$ cat config.mk
export PLATFORM = sky130hd
export DESIGN_NAME = packet_filter
export DESIGN_NICKNAME = d
export VERILOG_FILES = /design/src/rtl/packet_filter.sv
export SDC_FILE = /design/constraint.sdc
export NUM_CORES = 1
export LEC_CHECK = 0
export ABC_AREA = 1
export CAP_MARGIN = 5
export CORE_UTILIZATION = 31
export CTS_CLUSTER_SIZE = 14
export DETAILED_ROUTE_END_ITERATION = 12
export GPL_ROUTABILITY_DRIVEN = 0
export PLACE_DENSITY = 0.77
export SLEW_MARGIN = 20
export SYNTH_ARGS = -nofsm -noshare
export SYNTH_HDL_FRONTEND = slang
export SYNTH_SLANG_ARGS = --single-unit
$ cat constraint.sdc
create_clock -name clk -period 0.8 [get_ports clk]
set_clock_uncertainty 0.15 [all_clocks]
set_input_delay 0.12 -clock clk [delete_from_list [all_inputs] [get_ports clk]]
set_output_delay 0.12 -clock clk [all_outputs]
set_load 0.005 [all_outputs]
$ cat src/rtl/packet_filter.sv
// Receive-side packet classifier: decodes packet type and destination match into
// registered one-cycle enable pulses for the learning and cluster-management units.
module packet_filter #(
    parameter int WORD_WIDTH = 16
) (
    input  logic                  clk,
    input  logic                  nrst,
    input  logic [2:0]            fPktType,
    input  logic                  newpkt,
    input  logic [WORD_WIDTH-1:0] myNodeID,
    input  logic [WORD_WIDTH-1:0] destinationID,
    output logic                  en_QTU,
    output logic                  iAmDestination,
    output logic                  en_MNI,
    output logic                  en_KCH,
    output logic                  en_reward
);

    typedef enum logic [2:0] {
        PKT_HB   = 3'b000,
        PKT_CHE  = 3'b001,
        PKT_INV  = 3'b010,
        PKT_MR   = 3'b011,
        PKT_CHT  = 3'b100,
        PKT_DATA = 3'b101,
        PKT_SOS  = 3'b110,
        PKT_NONE = 3'b111
    } pkt_type_t;

    logic match;
    logic nxt_qtu;
    logic nxt_dest;
    logic nxt_mni;
    logic nxt_kch;
    logic nxt_reward;

    assign match = (destinationID == myNodeID);

    // Nothing is decoded unless newpkt is high, so an unknown ID on idle cycles
    // never reaches the flops.
    always_comb begin
        nxt_qtu    = 1'b0;
        nxt_dest   = 1'b0;
        nxt_mni    = 1'b0;
        nxt_kch    = 1'b0;
        nxt_reward = 1'b0;
        if (newpkt) begin
            case (pkt_type_t'(fPktType))
                PKT_HB: begin
                    nxt_mni    = 1'b1;
                    nxt_reward = 1'b1;
                end
                PKT_CHE: begin
                    nxt_kch  = 1'b1;
                    nxt_dest = match;
                end
                PKT_INV: begin
                    nxt_kch = 1'b1;
                end
                PKT_MR: begin
                    nxt_mni  = match;
                    nxt_dest = match;
                end
                PKT_CHT: begin
                    nxt_dest = match;
                end
                PKT_DATA: begin
                    nxt_qtu    = 1'b1;
                    nxt_reward = 1'b1;
                    nxt_dest   = match;
                end
                PKT_SOS: begin
                    nxt_qtu  = 1'b1;
                    nxt_dest = match;
                end
                default: begin
                    nxt_qtu = 1'b0;
                end
            endcase
        end
    end

    always_ff @(posedge clk or negedge nrst) begin
        if (!nrst) begin
            en_QTU         <= 1'b0;
            iAmDestination <= 1'b0;
            en_MNI         <= 1'b0;
            en_KCH         <= 1'b0;
            en_reward      <= 1'b0;
        end else begin
            en_QTU         <= nxt_qtu;
            iAmDestination <= nxt_dest;
            en_MNI         <= nxt_mni;
            en_KCH         <= nxt_kch;
            en_reward      <= nxt_reward;
        end
    end

endmodule

==> summary.md <==
| Metric | Value |
|---|---|
| Vias in the first global route | ~700 |
| Core box area | 1559 sq um |
| Critical-path cell list | buf_2 |
| All-Layer GR Usage | 0.1817 |
| Main area contributors after synthesis | nand2_1 (29%), dfrtp_1 (24%), inv_1 (19%) |
| Post-route minimum period | 0.9998 ns |
| H-tree levels | 1 |
| Post-Syn Nets | 145 |
| Final setup vio count | 6 |
| Detailed Place HPWL | 1236 um |
| Number of I/O pins | 43 |
| Std cell rows | 14 |
| Final Power | 0.0008984 W |
| Final ANT Viol Nets | 0 |
| Crit path DAT | 0.73 ns |
| Largest net degree at the start of global routing | 6 |
| Post-Synthesis Cells | 107 |
| #FFs+latches synth | 5 |
| Startpoint Class | register |
| DRC | 6 |
| Worst hold margin | -0.05344 ns |
| Unrepaired setup endpoints after global routing | yes |
| Synth Warn # | 0 |
| Layout cells sized above 1 | 0.4103 |
| Leakage | slightly above 0.6 nW |
| Fmax | 1000 MHz |
| Hold Path Class | input pin to asynchronous set/reset pin |
| Initial core utilization | 0.3411 |
| Synthesized area | 531.8 sq um |
| Final worst-path cycle share | 1.250 |
| Worst Setup End Kind | output port |
| Post-DP Area | roughly 1000 sq um |
| PD cells | approximately 940 nW/um^2 |
| Slew HR | 0.8528 |
| Crit-path slowest cell | dfrtp_1 |
| Routed WL | 1550 um |
| Avg WL per Cell | about 9 um |
| Number of max-cap violations | 0 |
| Final Slew Violations | 0 |
| Fin nets | slightly below 200 |
| Top cell type by total area after synthesis | nand2_1 |
| Die Wd | roughly 43 um |
| Maximum clock path buffer count | 2 |
| Pre-Repair DR Iteration Count | 8 |
| Fin area | 950.9 sq um |
| Clk slew on worst S/H paths | approximately 0.040 ns |
| Global route overflow | 0 |
| Max stage delay on crit path | 0.36 ns |
| PnR worst setup slack | -0.1998 ns |
| Die footprint | 1885 sq um |
| Status | finished, violations left |
| Global-route wire length before repair | 2546 um |
| Initial DRC count | 13 |
| Worst path top cell family by delay | flip-flops |
| Crit path required time | 0.53 ns |
| Syn Area/Cell | 4.970 sq um |
| Failing checks | DRC, hold timing, setup timing |
| Die span in y | 43.42 um |
| Crit-path max FO | 1 |
| Num CTS Buffers | 3 |
| Number of unique standard cell types used by synthesis | 10 |
| # clock sinks | 5 |
| Antenna cells | 0 |
| Yosys top cell area share | 0.2894 |
| Slew @ Worst Pin | around 0.22 ns |
| Vias | 732 |
| Vias per cell | ~4.3 |
| Initial antenna violation count | 0 |
| Hold Violations, Final | 6 |
| Buf/Inv on CP | 1 |
| Clk Tree Root Cell | clkbuf_4 |
| Sequential share of the synthesized area | 0.2353 |
| Peak VDD IR | about 0.4 mV |
| Setup TNS | -0.9492 ns |
| PortBufs | 42 |
| Area Overhead vs Synth | 78.82% |
| Worst setup path class | register to output port |
| TritonCTS clock tree | done |
==> power breakdown <==
| part | switching (W) | internal (W) | total (W) |
|---|---|---|---|
| Combinational | 0.000162 | 0.000184 | 0.000346 |
| Clock | 0.0000999 | 0.000188 | 0.000288 |
| Sequential | 0.00000198 | 0.000262 | 0.000264 |
==> per-layer routing <==
metal  routed length (um)  track usage  share of wire
met3                  103      0.05000          0.066
met4                   14      0.08750         0.0090
met1                  604       0.1922           0.39
met2                  828       0.3303           0.53
met5                    0            0              0
==> through the flow <==
| step | instances | utilization | worst slack (ns) | hold slack [ns] |
|---|---|---|---|---|
| 2_1_floorplan | 107 | - | -0.09321 | -0.3256 |
| 3_3_place_gp | 167 | 0.6429 | -0.6839 | 0.1988 |
| 3_5_place_dp | 167 | 0.6429 | -0.7290 | 0.2039 |
| 4_1_cts | 171 | 0.5690 | -0.2150 | -0.05238 |
| 5_1_grt | 172 | 0.6100 | -0.2279 | -0.04919 |
| 6_report | 172 | 0.6100 | -0.1998 | -0.05344 |
==> layout by cell type, fill, tap and decap left out, types with 2 or more instances in the layout <==
master	n
inv_2	4
buf_6	10
buf_2	25
dlygate4sd2_1	2
nand3_1	2
nor2_2	7
inv_1	23
nor2_4	3
clkbuf_4	3
dfrtp_1	5
a21oi_2	2
nand2_2	2
buf_4	5
nor2_1	16
nand2_1	39
==> logic make-up (layout without fill, tap and decap cells) <==
group | count (synthesis) | in the layout | share of synthesized area
AOI/OAI and AO/OA | 3 | 3 | 0.03530
buffers and inverters | 27 | 76 | 0.1906
and+or+nand+nor | 71 | 71 | 0.5224
DFF | 5 | 5 | 0.2353
xor gates and xnor gates | 1 | 1 | 0.01647
==> synth_stat cells, drive strengths merged <==
cell type / number
nor2: 26
nand3: 3
dfrtp: 5
a21oi: 3
xor2: 1
inv: 27
nor4: 1
nand2: 41
==> layout make-up <==
class	instances	area (sq um)
Inverter	27	101.3
Fill cell	164	608.1
Clock buffer	4	26.28
Multi-Input combinational cell	75	360.3
Sequential cell	5	125.1
Tap cell	16	20.02
Timing Repair Buffer	45	317.8
==> repair_timing <==
item / 4_1_cts / 5_1_grt
setup buffers: 0 / 1
resized for setup: 155 / 22
endpoints found under the setup margin: 10 / 8
hold endpoints to repair: 5 / 6
pin swaps: 40 / 23
==> state kept, by name (all words and copies together), names as in the netlist <==
name            count
en_QTU              1
en_reward           1
en_KCH              1
iAmDestination      1
en_MNI              1
==> final timing paths <==
path / to / depth (start not counted) / start / slack (ns)
setup / recovery: en_MNI / 1 / en_MNI / -0.20
hold / removal: en_QTU / 1 / nrst / -0.05
max in group asynchronous: en_KCH / 1 / nrst / 0.37
min in group clk: en_KCH / 2 / fPktType[2] / -0.04
(Power assumes the default switching activity.)
